===== src/rtl/snac_db15_scanner.sv =====
// SNAC DB15 serial front end: scans 24 active-low bits from the adapter shift chain
// Latency: one full scan (FILTER=0) or two identical scans (FILTER=1) from input change to output
// Backpressure: none; free-running scanner, results presented with a one-cycle scan_done pulse
//
// Ports:
//   clk, reset        system clock, synchronous active-high reset
//   enable            1 = scanning allowed; a scan in flight always completes
//   JOY_DATA          serial data from adapter (asynchronous, active-low buttons)
//   JOY_CLK, JOY_LOAD shift clock and active-low parallel-load strobe to the adapter
//   joystick1/2       active-high button words, [11:0] = R,L,D,U,A,B,C,D,E,F,Start,Select
//   present           last accepted scan was not all-zero on the line
//   scan_done         one-cycle pulse when a scan completes (outputs update in that cycle)
module snac_db15_scanner #(
  parameter int CLK_DIV  = 64,
  parameter int SCAN_GAP = 5360,
  parameter int FILTER   = 1
) (
  input  logic        clk,
  input  logic        reset,
  input  logic        enable,
  input  logic        JOY_DATA,
  output logic        JOY_CLK,
  output logic        JOY_LOAD,
  output logic [15:0] joystick1,
  output logic [15:0] joystick2,
  output logic        present,
  output logic        scan_done
);

  localparam int CNT_MAX = (SCAN_GAP > CLK_DIV) ? SCAN_GAP : CLK_DIV;
  localparam int CW      = $clog2(CNT_MAX + 1);
  localparam logic [CW-1:0] DIV_LAST = CW'(CLK_DIV - 1);
  localparam logic [CW-1:0] GAP_LAST = CW'(SCAN_GAP - 1);
  localparam bit NO_FILTER = (FILTER == 0);

  typedef enum logic [2:0] {GAP, LOAD, CLK_LO, CLK_HI, DONE} state_t;

  state_t      state;
  logic [CW-1:0] cnt;
  logic [4:0]  idx;
  logic [23:0] raw;
  logic [23:0] prev;
  logic        data_meta;
  logic        data_sync;
  logic        raw_zero;
  logic        take_new;

  // raw is complete by the time CLK_HI of bit 23 ends, so the update is made
  // on the edge entering DONE; outputs and scan_done then appear together.
  always_comb begin
    raw_zero = (raw == 24'd0);
    take_new = NO_FILTER || (raw == prev);
  end

  always_ff @(posedge clk) begin
    if (reset) begin
      data_meta <= 1'b1;
      data_sync <= 1'b1;
      state     <= GAP;
      cnt       <= '0;
      idx       <= '0;
      raw       <= '1;
      prev      <= '1;
      JOY_CLK   <= 1'b0;
      JOY_LOAD  <= 1'b1;
      joystick1 <= '0;
      joystick2 <= '0;
      present   <= 1'b0;
      scan_done <= 1'b0;
    end else begin
      data_meta <= JOY_DATA;
      data_sync <= data_meta;
      scan_done <= 1'b0;

      case (state)
        GAP: begin
          // Disabled: park with the counter cleared so a re-enable waits a full gap.
          if (!enable) begin
            cnt <= '0;
          end else if (cnt == GAP_LAST) begin
            cnt      <= '0;
            JOY_LOAD <= 1'b0;
            state    <= LOAD;
          end else begin
            cnt <= cnt + CW'(1);
          end
        end

        LOAD: begin
          if (cnt == DIV_LAST) begin
            cnt      <= '0;
            idx      <= '0;
            JOY_LOAD <= 1'b1;
            state    <= CLK_LO;
          end else begin
            cnt <= cnt + CW'(1);
          end
        end

        CLK_LO: begin
          if (cnt == DIV_LAST) begin
            // Sample just before the rising edge shifts the next bit out.
            raw[idx] <= data_sync;
            cnt      <= '0;
            JOY_CLK  <= 1'b1;
            state    <= CLK_HI;
          end else begin
            cnt <= cnt + CW'(1);
          end
        end

        CLK_HI: begin
          if (cnt == DIV_LAST) begin
            cnt     <= '0;
            JOY_CLK <= 1'b0;
            if (idx == 5'd23) begin
              state     <= DONE;
              scan_done <= 1'b1;
              prev      <= raw;
              if (raw_zero) begin
                // Line stuck low or adapter absent.
                present   <= 1'b0;
                joystick1 <= '0;
                joystick2 <= '0;
              end else if (take_new) begin
                present   <= 1'b1;
                joystick1 <= {4'h0, ~raw[11:0]};
                joystick2 <= {4'h0, ~raw[23:12]};
              end
            end else begin
              idx   <= idx + 5'd1;
              state <= CLK_LO;
            end
          end else begin
            cnt <= cnt + CW'(1);
          end
        end

        DONE: begin
          cnt   <= '0;
          state <= GAP;
        end

        default: begin
          cnt   <= '0;
          state <= GAP;
        end
      endcase
    end
  end

endmodule


===== config.mk =====
export PLATFORM = sky130hd
export DESIGN_NAME = snac_db15_scanner
export DESIGN_NICKNAME = d
export VERILOG_FILES = /design/src/rtl/snac_db15_scanner.sv
export SDC_FILE = /design/constraint.sdc
export NUM_CORES = 1
export LEC_CHECK = 0
export ABC_AREA = 1
export CAP_MARGIN = 15
export CELL_PAD_IN_SITES_DETAIL_PLACEMENT = 1
export CELL_PAD_IN_SITES_GLOBAL_PLACEMENT = 2
export CORE_MARGIN = 10
export CORE_UTILIZATION = 35
export CTS_BUF_LIST = sky130_fd_sc_hd__clkbuf_8
export DETAILED_ROUTE_END_ITERATION = 7
export PLACE_DENSITY_LB_ADDON = 0.1
export SETUP_SLACK_MARGIN = 0.4
export SLEW_MARGIN = 20
export SYNTH_ARGS = -nofsm -noshare
export SYNTH_HDL_FRONTEND = slang
export SYNTH_SLANG_ARGS = --single-unit

===== constraint.sdc =====
create_clock -name clk -period 4.6 [get_ports clk]
set_clock_uncertainty 0.1 [all_clocks]
set_input_delay 0.92 -clock clk [delete_from_list [all_inputs] [get_ports clk]]
set_output_delay 0.92 -clock clk [all_outputs]
set_load 0.005 [all_outputs]

==> run_results.csv, run 1 <==
group,metric,value,unit
timing,slew_headroom,34.8,%
die,initial_core_util,35.5,%
synth,yosys_warnings,0,
cts,clk_path_buf_depth,2,
timing,rsz0062_at_grt,"no",
power,switching_power,407,µW
detailed_routing,avgRoutedWirePerCell,14.4,µm
cells_and_area,area_growth,11.8,%
cts,cts_root_buf,"clkbuf_8",
placement,place.gp.congestion,0.773,
power,p_clk_share,34.0,%
global_route,grt_max_degree,67,
setup_path,rr_startpoint,"raw[5]$_SDFFE_PP1P_",
timing,tightest_slew,0.973,ns
setup_path,cp-end-kind,"register",
detailed_routing,drcViolationCount,0,
cts,numCtsBuffers,9,
status,status,"finished, final reports clean",
synth,syn_area_per_cell,6.91,µm²
detailed_routing,num_vias,4262,
setup_path,path_max_fanout,26,
cells_and_area,n_antenna_cell,0,
cts,cts_sinks,99,
global_route,grt_usage,14.4,%
timing,setup_tns,0,ns
setup_path,critPathRequiredTime,4.73,ns
power,total_power,1.54,mW
detailed_routing,drtPass1Iterations,4,
hold_path,holdPathStages,1,
hold_path,min_from,"data_meta$_SDFF_PP1_",
cells_and_area,nNetsFinal,699,
synth,synthDistinctLibCells,29,
die,dieArea,18300,µm²
detailed_routing,ant_nets,0,
hold_path,holdCritPathClass,"register to register",
timing,fmax,0.353,GHz
global_route,grt_pass1_vias,4310,
placement,portBuffers,31,
cells_and_area,layout-drive-gt1-share,4.75,%
die,core-area,13100,µm²
global_route,grt_pass1_wl,21.6,mm
setup_path,rr_worst_depth,8,
cts,post_cts_resized,0,
cts,cts_tree,"built",
timing,layout_min_cycle_time,2.83,ns
power,power.density,295,nW/µm²
timing,setup_violations,0,
setup_path,arrival,2.96,ns
synth,synthCells,675,
die,fp.dieW,135,µm
cts,clkTransAtPathRegs,0.09,ns
global_route,grt.overflow.total,0,
synth,synth.cell_area,4670,µm²
global_route,antenna_found_initial,0,
setup_path,rrSetupSlack,1.77,ns
setup_path,crit_type,"register to register",
die,ios,40,
power,internal-power,1.13,mW
detailed_routing,drtIter0Drc,212,
power,p_comb_share,8.1,%
power,ir_drop,0.000167,V
setup_path,startpoint_type,"register",
power,p_leak,2.48,nW
synth,ys_ff_latch,99,
synth,ys_seq_area_share,42.5,%
power,p_seq_share,57.9,%
power,switching_share,26.5,%
detailed_routing,wl,12.5,mm
cells_and_area,final_util,39.7,%
timing,hold_viol,0,
timing,period_share,61.5,%
placement,dp_hpwl,9.34,mm
job,drv_cap,0,
timing,maxSlewViolCount,0,
die,rows,42,
cts,cts-htree-levels,3,
cts,ctsHoldBuffers,0,
cts,post_cts_buffers,0,
die,die_y,135,µm
hold_path,min_to,"data_sync$_SDFF_PP1_",
cts,clock_latency,0.38,ns
detailed_routing,viasPerCell,4.89,
setup_path,r2r-end,"joystick2[2]$_SDFFE_PP0P_",
==> layout make-up <==
class,instances,area [µm²]
fillers,1703,7920
multi-input cells,460,2190
flip-flops and latches,99,1980
inverters,87,327
repair buffers,33,320
well taps,176,220
clock buffers,11,151
clock inverters,5,21.3
==> per-stage QoR <==
step                cell area, µm²  hold slack (ns)  cells  worst slack [ns]
floorplan                     4690            0.289    682              2.67
global placement              5040            0.300    855              1.89
detailed placement            5040            0.303    855              1.77
CTS                           5210            0.324    871              1.74
global route                  5220            0.366    871              1.44
finish                        5220            0.324    871              1.77
==> worst max-delay path by stage <==
| stage | from | to | slack [ns] | cells past startpoint |
|---|---|---|---|---|
| 2_1_floorplan | cnt[0]$_SDFF_PP0_ | raw[14]$_SDFFE_PP1P_ | 2.67 | 13 |
| 3_3_place_gp | raw[6]$_SDFFE_PP1P_ | joystick1[7]$_SDFFE_PP0P_ | 1.89 | 8 |
| 3_5_place_dp | raw[6]$_SDFFE_PP1P_ | joystick1[7]$_SDFFE_PP0P_ | 1.77 | 8 |
| 4_1_cts | raw[6]$_SDFFE_PP1P_ | joystick2[2]$_SDFFE_PP0P_ | 1.74 | 8 |
| 5_1_grt | raw[7]$_SDFFE_PP1P_ | joystick2[5]$_SDFFE_PP0P_ | 1.44 | 8 |
| 6_report | raw[5]$_SDFFE_PP1P_ | joystick2[2]$_SDFFE_PP0P_ | 1.77 | 8 |
==> power groups by stage <==
stage	logic, mW	registers, mW	clock network, mW
floorplan	0.0982	0.904	0
global placement	0.124	0.909	0
detailed placement	0.129	0.910	0
CTS	0.130	0.890	0.546
global route	0.147	0.893	0.583
finish	0.125	0.890	0.523
==> Yosys cell counts <==
| cell type | number | area (µm²) |
|---|---|---|
| nor4_1 | 2 | 12.5 |
| o21ai_0 | 7 | 35.0 |
| o21a_1 | 1 | 7.51 |
| nor3_2 | 1 | 10.0 |
| nand2_1 | 177 | 664 |
| o21ai_1 | 19 | 95.1 |
| inv_1 | 83 | 312 |
| o31ai_1 | 1 | 7.51 |
| o211ai_1 | 6 | 45.0 |
| nor3_1 | 12 | 60.1 |
| nor2_2 | 6 | 37.5 |
| nand3_1 | 67 | 335 |
| nor2_1 | 48 | 180 |
| buf_2 | 8 | 40.0 |
| xor2_1 | 8 | 70.1 |
| nor3b_1 | 1 | 7.51 |
| nand4_1 | 32 | 200 |
| a21oi_1 | 53 | 265 |
| dfxtp_1 | 99 | 1980 |
| nand2_2 | 1 | 6.26 |
| clkbuf_1 | 13 | 48.8 |
| or2_2 | 2 | 12.5 |
| inv_2 | 4 | 15.0 |
| buf_4 | 15 | 113 |
| ha_1 | 5 | 62.6 |
| nand4_2 | 1 | 12.5 |
| nor3_4 | 1 | 16.3 |
| xnor2_1 | 1 | 8.76 |
| conb_1 | 1 | 3.75 |
==> layer usage <==
layer / part of all wire, % / global-route usage [%] / vias up / routed length, µm
met4: 1.7 / 5.56 / 0 / 207
met5: 0 / 0 / - / 0
met1: 50 / 18.7 / 2015 / 6290
met3: 3.2 / 2.71 / 12 / 396
li1: - / - / 2190 / -
met2: 45 / 23.0 / 45 / 5650
==> flip-flops by register name, indices dropped and copies added, names as in the netlist, 3 cells and up <==
register,count
joystick2,12
raw,24
idx,5
state,3
joystick1,12
cnt,13
prev,24
==> critical path, cell delays in order, from the launching register on <==
cell	delay (ns)
dfxtp_1	0.36
inv_1	0.13
nand4_1	0.12
nor2_1	0.19
nand3_1	0.69
nand2_1	0.29
nand2_1	0.51
nand2_1	0.22
a21oi_1	0.08
==> cell families (layout without fill, tap and decap cells) <==
family	Yosys count	in the layout	synth area share, %
AO/OA/AOI/OAI	87	87	9.76
XOR/XNOR	9	9	1.69
adder cells (fa/ha/maj)	5	5	1.34
buffers and inverters	123	136	11.3
flip-flops	99	99	42.5
other	1	8	0.0804
AND/OR/NAND/NOR	351	351	33.3
==> cells in the final DEF, fill, tap and decap left out, types with 4 or more instances in the layout <==
master / count
clkdlybuf4s50_1: 30
inv_2: 4
a21oi_1: 53
nor2_1: 48
conb_1: 8
o21ai_1: 19
nor2_2: 6
xor2_1: 8
inv_1: 85
nor3_1: 11
clkbuf_8: 11
nand2_1: 177
nand4_1: 32
o211ai_1: 6
dfxtp_1: 99
ha_1: 5
nand3_1: 67
o21ai_0: 7
Note: power is estimated with default switching activity, not from simulation.
==> run 2, diff against run 1 <==
Settings changed: CORE_UTILIZATION 35 to 34.
Clock period 4.6 ns to 2.65 ns, I/O delays scaled along.
==> run_results.csv, run 2 (synthesized netlist as in run 1, its figures left out) <==
group,metric,value,unit
die,rows,42,
setup_path,critPathRequiredTime,2.81,ns
detailed_routing,drtPass1Iterations,4,
die,die_y,137,µm
die,dieArea,18800,µm²
global_route,grt.overflow.total,0,
hold_path,min_from,"data_meta$_SDFF_PP1_",
detailed_routing,wl,13.0,mm
timing,setup_violations,0,
timing,slew_headroom,41.8,%
power,ir_drop,0.000340,V
die,initial_core_util,35.0,%
cts,clkTransAtPathRegs,0.09,ns
timing,maxSlewViolCount,0,
placement,dpl_cell_area,5150,µm²
timing,period_share,78.5,%
setup_path,rr_worst_depth,13,
timing,whs,0.320,ns
detailed_routing,num_vias,4361,
timing,tightest_slew,0.866,ns
detailed_routing,viasPerCell,4.90,
cts,ctsHoldBuffers,0,
power,p_seq_share,55.9,%
setup_path,rrSetupSlack,0.57,ns
setup_path,arrival,2.24,ns
placement,place_inst,868,
power,switching_share,26.0,%
hold_path,min_to,"data_sync$_SDFF_PP1_",
cts,clk_path_buf_depth,2,
die,fp.dieW,137,µm
placement,place.gp.congestion,0.779,
cts,numCtsBuffers,9,
hold_path,holdPathStages,1,
cells_and_area,layout-drive-gt1-share,8.12,%
global_route,grt_max_degree,54,
timing,hold_viol,0,
setup_path,startpoint_type,"register",
die,ios,40,
setup_path,r2r-end,"raw[8]$_SDFFE_PP1P_",
power,internal-power,2.04,mW
cts,clock_latency,0.38,ns
global_route,grt_pass1_wl,21.5,mm
setup_path,path_max_fanout,7,
cells_and_area,fin_cells,890,
setup_path,crit_type,"register to register",
power,switching_power,718,µW
cells_and_area,nNetsFinal,720,
timing,fmax,0.481,GHz
global_route,grt_pass1_vias,4300,
placement,portBuffers,31,
power,total_power,2.76,mW
detailed_routing,ant_nets,0,
cts,cts_root_buf,"clkbuf_8",
cts,cts_sinks,99,
cells_and_area,n_antenna_cell,0,
cells_and_area,final_area,5490,µm²
status,status,"finished, final reports clean",
setup_path,rr_startpoint,"cnt[1]$_SDFF_PP0_",
power,p_clk_share,35.2,%
global_route,antenna_found_initial,0,
placement,dp_hpwl,9.50,mm
job,drv_cap,0,
cells_and_area,reg_top3,"prev (24), raw (24), cnt (13)",
global_route,grt_usage,14.2,%
cells_and_area,area_growth,17.6,%
power,p_leak,2.61,nW
detailed_routing,drtIter0Drc,147,
detailed_routing,avgRoutedWirePerCell,14.6,µm
timing,setup_tns,0,ns
power,p_comb_share,8.9,%
cells_and_area,mostFrequentLayoutCells,"nand2_1, dfxtp_1, inv_1",
detailed_routing,drcViolationCount,0,
cts,cts_tree,"built",
cts,cts-htree-levels,3,
hold_path,holdCritPathClass,"register to register",
timing,rsz0062_at_grt,"no",
die,core-area,13300,µm²
power,power.density,503,nW/µm²
timing,layout_min_cycle_time,2.08,ns
setup_path,cp-end-kind,"register",
cells_and_area,final_common_cell,"nand2_1",
[run 2: cell types whose count changed in the layout (fill, tap and decap cells not counted), moves of 2 or more]
cell | before | now
nor2_2 | 6 | 2
buf_6 | 0 | 2
nor2_4 | 0 | 5
dfxtp_2 | 0 | 3
buf_4 | 2 | 17
dfxtp_1 | 99 | 96
[run 2: worst max-delay path by stage]
stage	startpoint	endpoint	slack, ns	depth (start not counted)
finish	cnt[1]$_SDFF_PP0_	raw[8]$_SDFFE_PP1P_	0.57	13
global route	cnt[1]$_SDFF_PP0_	prev[12]$_SDFFE_PP1P_	0.38	11
detailed placement	cnt[0]$_SDFF_PP0_	joystick1[11]$_SDFFE_PP0P_	0.28	10
CTS	cnt[0]$_SDFF_PP0_	joystick2[11]$_SDFFE_PP0P_	0.41	12
global placement	cnt[0]$_SDFF_PP0_	joystick1[11]$_SDFFE_PP0P_	0.32	10
floorplan	cnt[0]$_SDFF_PP0_	raw[14]$_SDFFE_PP1P_	0.72	13
[run 2: metrics by stage]
stage | worst slack [ns] | utilization, %
3_5_place_dp | 0.281 | 38.6
6_report | 0.569 | 41.1
5_1_grt | 0.381 | 41.1
3_3_place_gp | 0.316 | 38.6
4_1_cts | 0.413 | 40.6
2_1_floorplan | 0.723 | -
[run 2: worst max-delay path, cell delays in order (launching register included)]
cell and delay, ns:
dfxtp_2 0.35, ha_1 0.16, nand2_1 0.11, nor2_4 0.15, nand2_2 0.09, nor2_4 0.13
nand2_4 0.10, inv_4 0.09, nand4_4 0.15, nor2_4 0.17, buf_2 0.19, nand2_1 0.06
nand2_1 0.06, nand3_1 0.05
[run 2: cell type report]
| type | instances | area, µm² |
|---|---|---|
| Clock buffer | 10 | 138 |
| Clock inverter | 4 | 43.8 |
| Fill cell | 1705 | 7860 |
| Inverter | 87 | 329 |
| Multi-Input combinational cell | 460 | 2230 |
| Sequential cell | 99 | 1990 |
| Tap cell | 176 | 220 |
| Timing Repair Buffer | 54 | 541 |
[run 2: power by group through the flow]
stage | combinational, mW | clock [mW] | sequential (mW)
4_1_cts | 0.240 | 1.02 | 1.54
2_1_floorplan | 0.171 | 0 | 1.57
3_5_place_dp | 0.237 | 0 | 1.58
5_1_grt | 0.283 | 1.07 | 1.55
6_report | 0.245 | 0.972 | 1.54
3_3_place_gp | 0.228 | 0 | 1.58
[run 2: per-layer routing]
| metal | track usage [%] | up-vias | routed length, µm |
|---|---|---|---|
| met4 | 5.09 | 0 | 178 |
| met2 | 22.6 | 54 | 5880 |
| met3 | 2.57 | 10 | 507 |
| li1 | - | 2242 | - |
| met5 | 0 | - | 0 |
| met1 | 18.7 | 2055 | 6400 |
[run 2: repair_timing]
item | CTS | global route
cloned | 1 | 1
pin swaps | 2 | 5
resized for setup | 2 | 14
setup buffers | 3 | 3
setup endpoints to repair | 48 | 75
==> run 3, diff against run 2 <==
Clock period 2.65 ns to 2.2 ns, I/O delays scaled along.
==> run_results.csv, run 3 (synthesized netlist as in run 1, its figures left out) <==
group,metric,value,unit
setup_path,r2r-end,"raw[2]$_SDFFE_PP1P_",
job,drv_cap,0,
setup_path,crit_type,"register to register",
setup_path,rr_startpoint,"cnt[1]$_SDFF_PP0_",
global_route,antenna_found_initial,0,
setup_path,critPathRequiredTime,2.36,ns
cts,clk_path_buf_depth,2,
hold_path,holdCritPathClass,"input port to register",
hold_path,holdPathStages,2,
cells_and_area,fin_cells,920,
die,rows,42,
die,fp.dieW,137,µm
cells_and_area,reg_top3,"prev (24), raw (24), cnt (13)",
die,initial_core_util,35.0,%
setup_path,cp-end-kind,"register",
cts,numCtsBuffers,9,
cts,cts_sinks,99,
timing,setup_violations,0,
setup_path,critPathMaxStageDelay,0.37,ns
timing,whs,0.286,ns
global_route,grt_pass1_wl,21.5,mm
placement,place.gp.congestion,0.772,
placement,dp_hpwl,9.46,mm
timing,setup_tns,0,ns
global_route,grt.overflow.total,0,
timing,fmax,0.516,GHz
setup_path,crit_path_frequent_cell,"nor2_4",
timing,maxSlewViolCount,0,
die,die_y,137,µm
setup_path,rrSetupSlack,0.26,ns
timing,hold_viol,0,
cts,clkTransAtPathRegs,0.11,ns
timing,layout_min_cycle_time,1.94,ns
power,power.density,562,nW/µm²
power,ir_drop,0.000368,V
detailed_routing,wl,13.7,mm
timing,worst_slack,0.261,ns
setup_path,startpoint_type,"register",
global_route,grt_max_degree,30,
cts,cts_tree,"built",
detailed_routing,drcViolationCount,0,
detailed_routing,drtIter0Drc,231,
detailed_routing,avgRoutedWirePerCell,14.9,µm
hold_path,min_from,"reset",
power,p_leak,3.08,nW
detailed_routing,drtPass1Iterations,4,
global_route,grt_pass1_vias,4295,
placement,preCtsSetupSlack,0.0367,ns
cells_and_area,n_fill_cell,1671,
cells_and_area,area_growth,32.6,%
setup_path,arrival,2.10,ns
cells_and_area,n_antenna_cell,0,
cts,cts_root_buf,"clkbuf_8",
cells_and_area,nNetsFinal,748,
placement,portBuffers,31,
placement,place_inst,873,
cts,cts-htree-levels,3,
cts,ctsHoldBuffers,0,
cts,clock_latency,0.39,ns
die,ios,40,
timing,period_share,88.1,%
status,status,"finished, final reports clean",
cells_and_area,final_util,46.4,%
setup_path,path_max_fanout,6,
setup_path,rr_worst_depth,13,
die,core-area,13300,µm²
detailed_routing,num_vias,4473,
global_route,grt_usage,14.3,%
timing,rsz0062_at_grt,"yes",
hold_path,min_to,"state[2]$_SDFFE_PP0P_",
cells_and_area,layout-drive-gt1-share,22.2,%
die,dieArea,18800,µm²
cells_and_area,final_common_cell,"nand2_1",
setup_path,crit_chain,"ha_4 -> nand2_4 -> nor2_4 -> nand2_2 -> nor2_4 -> nand2_4 -> inv_4 -> nand4_4 -> buf_12 -> nor2_4 -> nand2_2 -> nand2_1 -> nand3_1",
detailed_routing,ant_nets,0,
setup_path,critical-path-slowest-cell,"dfxtp_2",
cells_and_area,mostFrequentLayoutCells,"nand2_1, inv_1, dfxtp_1",
detailed_routing,viasPerCell,4.86,
==> run 3: cell count changes in the layout (fill, tap and decap cells not counted), moves of 8 or more <==
cell and delta:
dfxtp_1 -28, nand2_1 -25, dfxtp_2 +24, clkdlybuf4s50_1 -17
nand2_2 +15, buf_4 +13, dlymetal6s2s_1 +10, nand2_4 +9
a21oi_1 -8
==> run 3: metrics by stage <==
step / area (µm²) / total power [mW]
6_report: 6190 / 3.48
5_1_grt: 6190 / 3.64
4_1_cts: 5760 / 3.49
3_5_place_dp: 5260 / 2.20
3_3_place_gp: 5260 / 2.19
2_1_floorplan: 4770 / 2.11
==> run 3: worst max-delay path by stage <==
stage | from | to | slack (ns) | depth (start not counted)
after CTS | cnt[1]$_SDFF_PP0_ | raw[22]$_SDFFE_PP1P_ | 0.26 | 13
after floorplan | cnt[0]$_SDFF_PP0_ | raw[14]$_SDFFE_PP1P_ | 0.31 | 13
after global routing | cnt[1]$_SDFF_PP0_ | raw[10]$_SDFFE_PP1P_ | 0.12 | 13
after detailed placement | cnt[0]$_SDFF_PP0_ | joystick1[2]$_SDFFE_PP0P_ | 0.04 | 10
final | cnt[1]$_SDFF_PP0_ | raw[2]$_SDFFE_PP1P_ | 0.26 | 13
after global placement | cnt[0]$_SDFF_PP0_ | joystick1[0]$_SDFFE_PP0P_ | 0.1 | 10
==> run 3: worst max-delay path: cells and delay by family (launching register included) <==
family	cells	cell delay, ns
adders and majority gates	1	0.15
buffers and inverters	2	0.26
DFF	1	0.37
and+or+nand+nor	10	0.94
==> run 3: area by class of cell <==
cell class,instances,area (µm²),area share (%)
Clock inverter,6,65.1,1.05
Tap cell,176,220,3.56
Multi-Input combinational cell,461,2470,39.9
Inverter,87,329,5.32
Sequential cell,99,2030,32.8
Timing Repair Buffer,81,938,15.2
Clock buffer,10,138,2.22
==> run 3: repair_timing <==
item	CTS	global route
endpoints found under the setup margin	104	109
cloned	2	6
setup buffers	15	8
resized for setup	43	83
pin swaps	14	29
==> run 3: routing by layer <==
layer | GRT usage [%] | vias to the layer above | routed length, µm
met5 | 0 | - | 0
met4 | 6.09 | 0 | 204
met3 | 2.27 | 12 | 444
met2 | 23.5 | 44 | 6730
met1 | 18.0 | 2116 | 6300
li1 | - | 2301 | -
==> run 3: where the power goes <==
group / total (mW) / switching [mW] / leakage, nW / internal, mW
logic: 0.368 / 0.230 / 2.18 / 0.138
registers: 1.86 / 0.0348 / 0.807 / 1.82
clock network: 1.25 / 0.694 / 0.0905 / 0.555
